==> config.mk <==
export PLATFORM = sky130hd
export DESIGN_NAME = shift_add_mul32
export DESIGN_NICKNAME = d
export VERILOG_FILES = /design/src/rtl/shift_add_mul32.sv
export SDC_FILE = /design/constraint.sdc
export NUM_CORES = 1
export LEC_CHECK = 0
export BUFFER_PORTS_ARGS = -buffer_cell sky130_fd_sc_hd__buf_4
export CORE_MARGIN = 2
export CORE_UTILIZATION = 35
export CTS_BUF_LIST = sky130_fd_sc_hd__clkbuf_4
export CTS_CLUSTER_DIAMETER = 50
export DETAILED_ROUTE_END_ITERATION = 10
export HOLD_SLACK_MARGIN = 0.03
export PLACE_DENSITY = 0.67
export SYNTH_ARGS = -nofsm -noshare
export SYNTH_HDL_FRONTEND = slang
export SYNTH_SLANG_ARGS = --single-unit
==> constraint.sdc <==
create_clock -name clk -period 4.7 [get_ports clk]
set_clock_uncertainty 0.1 [all_clocks]
set_input_delay 0.235 -clock clk [delete_from_list [all_inputs] [get_ports clk]]
set_output_delay 0.235 -clock clk [all_outputs]
set_load 0.02 [all_outputs]
==> src/rtl/shift_add_mul32.sv <==
// Sequential unsigned 32x32 -> 64 shift-and-add multiplier driving an external ripple-carry adder.
// Define SHIFT_ADD_MUL_OVF_EN to add the registered ovf output (product does not fit in 32 bits).
module shift_add_mul32 #(
  parameter int unsigned SETTLE_CYCLES = 4
) (
  input  logic        clk,
  input  logic        reset,
  input  logic        start,
  input  logic [31:0] mcand,
  input  logic [31:0] mplier,
  output logic        busy,
  output logic        done,
  output logic [63:0] product,
  output logic [31:0] add_a,
  output logic [31:0] add_b,
  output logic        add_cin,
  input  logic [31:0] add_sum,
  input  logic        add_cout
`ifdef SHIFT_ADD_MUL_OVF_EN
  ,
  output logic        ovf
`endif
);

  localparam logic [2:0] IDLE     = 3'd0;
  localparam logic [2:0] LOAD     = 3'd1;
  localparam logic [2:0] ADD_WAIT = 3'd2;
  localparam logic [2:0] SHIFT    = 3'd3;
  localparam logic [2:0] DONE     = 3'd4;

  localparam logic [7:0] SETTLE_RELOAD = 8'(SETTLE_CYCLES - 1);

  logic [2:0]  state_q, state_d;
  logic [31:0] hi_q, hi_d;
  logic [31:0] lo_q, lo_d;
  logic [31:0] mc_q, mc_d;
  logic [5:0]  cnt_q, cnt_d;
  logic [7:0]  wait_q, wait_d;
  logic [63:0] product_q, product_d;
  logic        ovf_q, ovf_d;

  // The adder only ever sees the accumulator and multiplicand registers, so its
  // inputs move solely on LOAD/SHIFT edges and stay frozen while we wait for it.
  assign add_a   = hi_q;
  assign add_b   = mc_q;
  assign add_cin = 1'b0;
  assign busy    = (state_q == LOAD) || (state_q == ADD_WAIT) || (state_q == SHIFT);
  assign done    = (state_q == DONE);
  assign product = product_q;
`ifdef SHIFT_ADD_MUL_OVF_EN
  assign ovf     = ovf_q;
`endif

  always_comb begin
    state_d   = state_q;
    hi_d      = hi_q;
    lo_d      = lo_q;
    mc_d      = mc_q;
    cnt_d     = cnt_q;
    wait_d    = wait_q;
    product_d = product_q;
    ovf_d     = ovf_q;

    case (state_q)
      IDLE: begin
        if (start) begin
          mc_d    = mcand;
          lo_d    = mplier;
          hi_d    = 32'd0;
          cnt_d   = 6'd0;
          state_d = LOAD;
        end
      end

      LOAD: begin
        if (lo_q[0]) begin
          wait_d  = SETTLE_RELOAD;
          state_d = ADD_WAIT;
        end else begin
          state_d = SHIFT;
        end
      end

      ADD_WAIT: begin
        if (wait_q == 8'd0) begin
          state_d = SHIFT;
        end else begin
          wait_d = wait_q - 8'd1;
        end
      end

      SHIFT: begin
        // The adder carry-out becomes bit 63, so the 33-bit partial sum is never truncated.
        if (lo_q[0]) begin
          {hi_d, lo_d} = {add_cout, add_sum, lo_q[31:1]};
        end else begin
          {hi_d, lo_d} = {1'b0, hi_q, lo_q[31:1]};
        end
        cnt_d = cnt_q + 6'd1;
        if (cnt_q == 6'd31) begin
          // Capture on entry to DONE so product is already valid while done is high.
          product_d = {hi_d, lo_d};
          ovf_d     = (hi_d != 32'd0);
          state_d   = DONE;
        end else if (lo_q[1]) begin
          wait_d  = SETTLE_RELOAD;
          state_d = ADD_WAIT;
        end
      end

      DONE: begin
        state_d = IDLE;
      end

      default: begin
        state_d = IDLE;
      end
    endcase
  end

  always_ff @(posedge clk or posedge reset) begin
    if (reset) begin
      state_q   <= IDLE;
      hi_q      <= 32'd0;
      lo_q      <= 32'd0;
      mc_q      <= 32'd0;
      cnt_q     <= 6'd0;
      wait_q    <= 8'd0;
      product_q <= 64'd0;
      ovf_q     <= 1'b0;
    end else begin
      state_q   <= state_d;
      hi_q      <= hi_d;
      lo_q      <= lo_d;
      mc_q      <= mc_d;
      cnt_q     <= cnt_d;
      wait_q    <= wait_d;
      product_q <= product_d;
      ovf_q     <= ovf_d;
    end
  end

`ifndef SHIFT_ADD_MUL_OVF_EN
  // Without the overflow port the flag has no reader.
  logic unused_ovf;
  assign unused_ovf = ovf_q;
`endif

endmodule

# Word level (Yosys, flattened, before mapping)
# Index checks and enable logic that the tools add are counted.
# classes
n_eq_ne,12
n_addsub,2
n_reduce_logical,11
muxes,19
# op_table
operator,count
$mux W32,4
$pmux W32 S2,2
$mux W8,4
$pmux W8 S3,1
$mux W3,4
$pmux W3 S4,1
$pmux W6 S2,1
$ne A2 B2 Y1 const B,5
$logic_not A8 Y1,1
$sub A8 B1 Y8 const B,1
$add A6 B1 Y6 const B,1
$eq A3 B2 Y1 const B,2
$eq A6 B5 Y1 const B,1
$mux W6,1
$reduce_and A2 Y1,3
$reduce_and A5 Y1,1
$eq A3 B1 Y1 const B,1
$eq A3 B3 Y1 const B,1
$logic_not A3 Y1,1
$ne A3 B2 Y1 const B,1
$reduce_and A3 Y1,1
$reduce_bool A3 Y1,1
$logic_or A1 B1 Y1,2
$ne A2 B1 Y1 const B,1
other kinds (2),2
# word_totals
input_bits,100
word_cells,51
reg_bits,177
output_inout_bits,131

# Logic depth before layout (Yosys ltp)
# depth
word_depth,3
mapped_depth,7
ltp_nobuf,6

# Least setup slack after synthesis
# Ideal clock, no wire load.
# synth_path
path_kind,reg-to-reg
startpoint,register wait_q[0]
endpoint,register wait_q[5]
required_ns,4.476
setup_slack_ns,2.782
stages_incl_launch_ff,7
arrival_ns,1.694
period_less_slack_ns,1.918
path_cell_list,dfrtp_1 inv_1 ha_1 or4b_1 o21ai_0 nor3_1 a211o_1
# synth_between
elab_chain_len,3
# synth_rtl
item,line_no,text
from (decl),38,"logic [7:0] wait_q, wait_d;"
from (signal assigned),137,wait_q <= wait_d;
$sub A8 B1 Y8 or $logic_not A8 Y1 (tied branches),"88, 85",
$mux W8 or $ne A2 B2 Y1 (tied branches),n/a,
$pmux W8 S3 or $reduce_and A5 Y1 (tied branches),n/a,
# Several ways; a longest one is shown, not always the timed one. The select of a mux whose other input is x is not followed.
# A chain may end at the register's enable or synchronous reset.

# Worst setup path in the final report
# layout_path
startpoint,register state_q[1]
endpoint,register lo_q[0]
# layout_between
elab_chain_len,3
# layout_rtl
item,line_no,text
from (decl),33,"logic [2:0] state_q, state_d;"
from (signal assigned),132,state_q <= state_d;
$eq A3 B2 Y1 or $logic_not A3 Y1 (tied branches),64,case (state_q)
$reduce_bool A2 Y1 (no line) or $ne A2 B2 Y1 (tied branches),n/a,
$reduce_and A2 Y1 (no line),n/a,
to (signal assigned),134,lo_q <= lo_d;
to (decl),35,"logic [31:0] lo_q, lo_d;"
# Several ways; a longest one is shown, not always the timed one.

==> results.txt <==
Worst VDD drop -> 0.000185 V
Cells after Synth -> 696
Clock root buffer -> clkbuf_4
Worst-Skew Late Latency -> 0.55 ns
Unrepaired setup endpoints after global routing -> no
Starting Density -> 0.358
CTS tree -> yes
Pint -> 2970 uW
Met3 Track Usage GR -> 0.0525
Post-Syn Area -> 7280 um^2
Drc violations -> 0
Die height -> 148 um
Vias in the first global route -> 6425
M2 GR Usage -> 0.302
Post-synth EDFFs -> 0
Total wire length -> 19900 um
DRT Pass-1 Iters -> 7
Cell variety after synth -> 52
Synth area leaders -> dfrtp_1 (61%), nand2_1 (7.2%), nor2_1 (5.2%)
R2r worst-path depth -> 4
Max-Cap Viols -> 0
# IOs -> 231
CTS Sinks -> 177
First-pass GRT wire length -> 32800 um
Critical path arrival -> 2.90 ns
RR Endpoint -> lo_q[0]
Final setup fails -> 0
Clock Tree Buf Depth -> 2
Total track usage -> 0.186
Min Tclk post-route -> 2.51 ns
Die width -> 148 um
Share of layout cells above drive strength 1 -> 0.299
Core area -> 20300 um^2
Worst Path Required -> 5.08 ns
Sequential area share after synthesis -> 0.609
Tot Pwr -> 4780 uW
Worst slew pin tran -> 0.988 ns
Routed Antenna Nets -> 0
Relative slew slack -> 0.338
Worst Setup Path Type -> reg2reg
Fmax -> 398 MHz
Synth top area share -> 0.609
CP max FO -> 13
Tcrit/Tclk final -> 0.534
Post-Syn Nets -> 799
Commonest non-fill, non-tap cell in the layout -> buf_4
Drt wl/cell -> 15.3 um
Setup TNS -> 0 ns
Hold Crit Class -> in2async
P_leak -> 0.00518 uW
Hold Vio Cnt, Final -> 0
YS warnings -> 0
Vias -> 6329
Dpl hpwl -> 12800 um
NumNets Final -> 1124
P&R area growth vs syn -> 46.0%
Initial antenna violation count -> 1
NetSw -> 1810 uW
Vias per inst -> 4.85
Met1 Track Usage GR -> 0.242
Worst-path clk slew -> 0.16 ns
Yosys top cell by area -> dfrtp_1
CP endpoint kind -> flop
Post-synthesis register bit count -> 177
Final Max Tran Viols -> 0
Run status -> complete, no violations
DRT iter0 DRCs -> 226
Sw Share -> 0.379
# port buffers -> 229
Share of power burned in registers -> 0.461
Cts bufs inserted -> 17
Ys async rst share -> 1.00
Htree depth -> 4
Die ar. -> 22000 um^2
Syn avg cell area -> 10.5 um^2
Clock Power Share -> 0.195
Row count -> 52
RD Place Congestion -> 0.806
Final core occ -> 0.523
Most frequent cells in the layout -> buf_4 (240), dfrtp_1 (176), nand2_1 (139), dlygate4sd3_1 (110), nor2_1 (101)
FF-to-FF Start -> state_q[1]
Pwr/cell area -> 450 nW/um^2
Comb pwr share -> 0.344
Critical path startpoint category -> flop
R2R Setup Slk -> 2.19 ns
GRT busiest layer -> met2
Grt ovf -> 0
Top_reg_cell synth -> dfrtp_1
Pin count of the biggest net entering global routing -> 70
cell type report:
type	count	area (um^2)
Multi-Input combinational cell	467	2610
Tap cell	270	338
Antenna cell	1	2.50
Clock inverter	14	178
Timing Repair Buffer	350	2900
Clock buffer	17	128
Sequential cell	177	4430
Fill cell	1837	9680
Inverter	8	33.8
metrics by stage:
step           std cells  cell area, um^2  hold WS (ns)  setup slack (ns)
2_1_floorplan        696             7280         0.240              2.10
3_3_place_gp        1162             9210         0.312              2.51
3_5_place_dp        1162             9210         0.324              2.46
4_1_cts             1303            10600         0.224              2.26
5_1_grt             1304            10600         0.252              2.06
6_report            1304            10600         0.246              2.19
synth_stat cells (3+ instances only):
| library cell | count |
|---|---|
| a21oi_1 | 35 |
| nor2_1 | 101 |
| a211o_1 | 3 |
| buf_6 | 3 |
| nand3_1 | 3 |
| dfrtp_1 | 177 |
| buf_1 | 5 |
| o21ai_0 | 38 |
| clkbuf_1 | 15 |
| nand2_1 | 139 |
| o22ai_1 | 33 |
| a31oi_1 | 3 |
| nor3_1 | 5 |
| mux2_2 | 29 |
| ha_1 | 3 |
| buf_2 | 20 |
| mux2i_1 | 32 |
| o21ai_1 | 3 |
| inv_1 | 8 |
power groups by stage:
stage	clock (uW)	combinational, uW	sequential, uW
6_report	933	1640	2200
5_1_grt	1030	1820	2250
4_1_cts	979	1660	2200
3_5_place_dp	0	1590	2230
3_3_place_gp	0	1550	2230
2_1_floorplan	0	798	2360
sequential cells by signal, indices dropped and copies added, names as in the netlist:
register  cells
product      64
add_a        32
add_b        32
lo_q         32
wait_q        8
cnt_q         6
state_q       3
critical path, stage by stage (launching register included):
cell and delay [ns]:
dfrtp_1 0.53, nor4b_4 0.93, nand2_1 0.12, dlygate4sd3_1 0.60, a31oi_1 0.16
per-layer routing:
metal	routed length (um)	up-vias	share of wire
li1	-	3033	-
met1	8660	3039	0.43
met2	9530	227	0.48
met3	1350	30	0.068
met4	378	0	0.019
met5	0	-	0
timing repair:
item / CTS / global route
hold buffers: 110 / 0
gates resized for setup: 0 / 0
buffers inserted: 0 / 0
hold endpoints to repair: 162 / 0
cells by family (layout without fill, tap and decap cells):
family	Yosys count	in the layout	share of synthesized area
AO/OA/AOI/OAI	129	129	0.104
XOR/XNOR	1	1	0.00120
adder cells (fa/ha/maj)	3	3	0.00516
buffers and inverters	52	389	0.0339
flip-flops	177	177	0.609
multiplexers	63	63	0.0920
other	1	2	0.000515
AND/OR/NAND/NOR	270	270	0.155
worst max path at each step:
stage | start | endpoint | slack [ns]
5_1_grt | state_q[1] | lo_q[0] | 2.06
2_1_floorplan | reset | add_a[0] | 2.10
3_5_place_dp | state_q[1] | cnt_q[2] | 2.46
6_report | state_q[1] | lo_q[0] | 2.19
3_3_place_gp | state_q[2] | lo_q[31] | 2.51
4_1_cts | state_q[1] | lo_q[0] | 2.26
(Power assumes the default switching activity.)
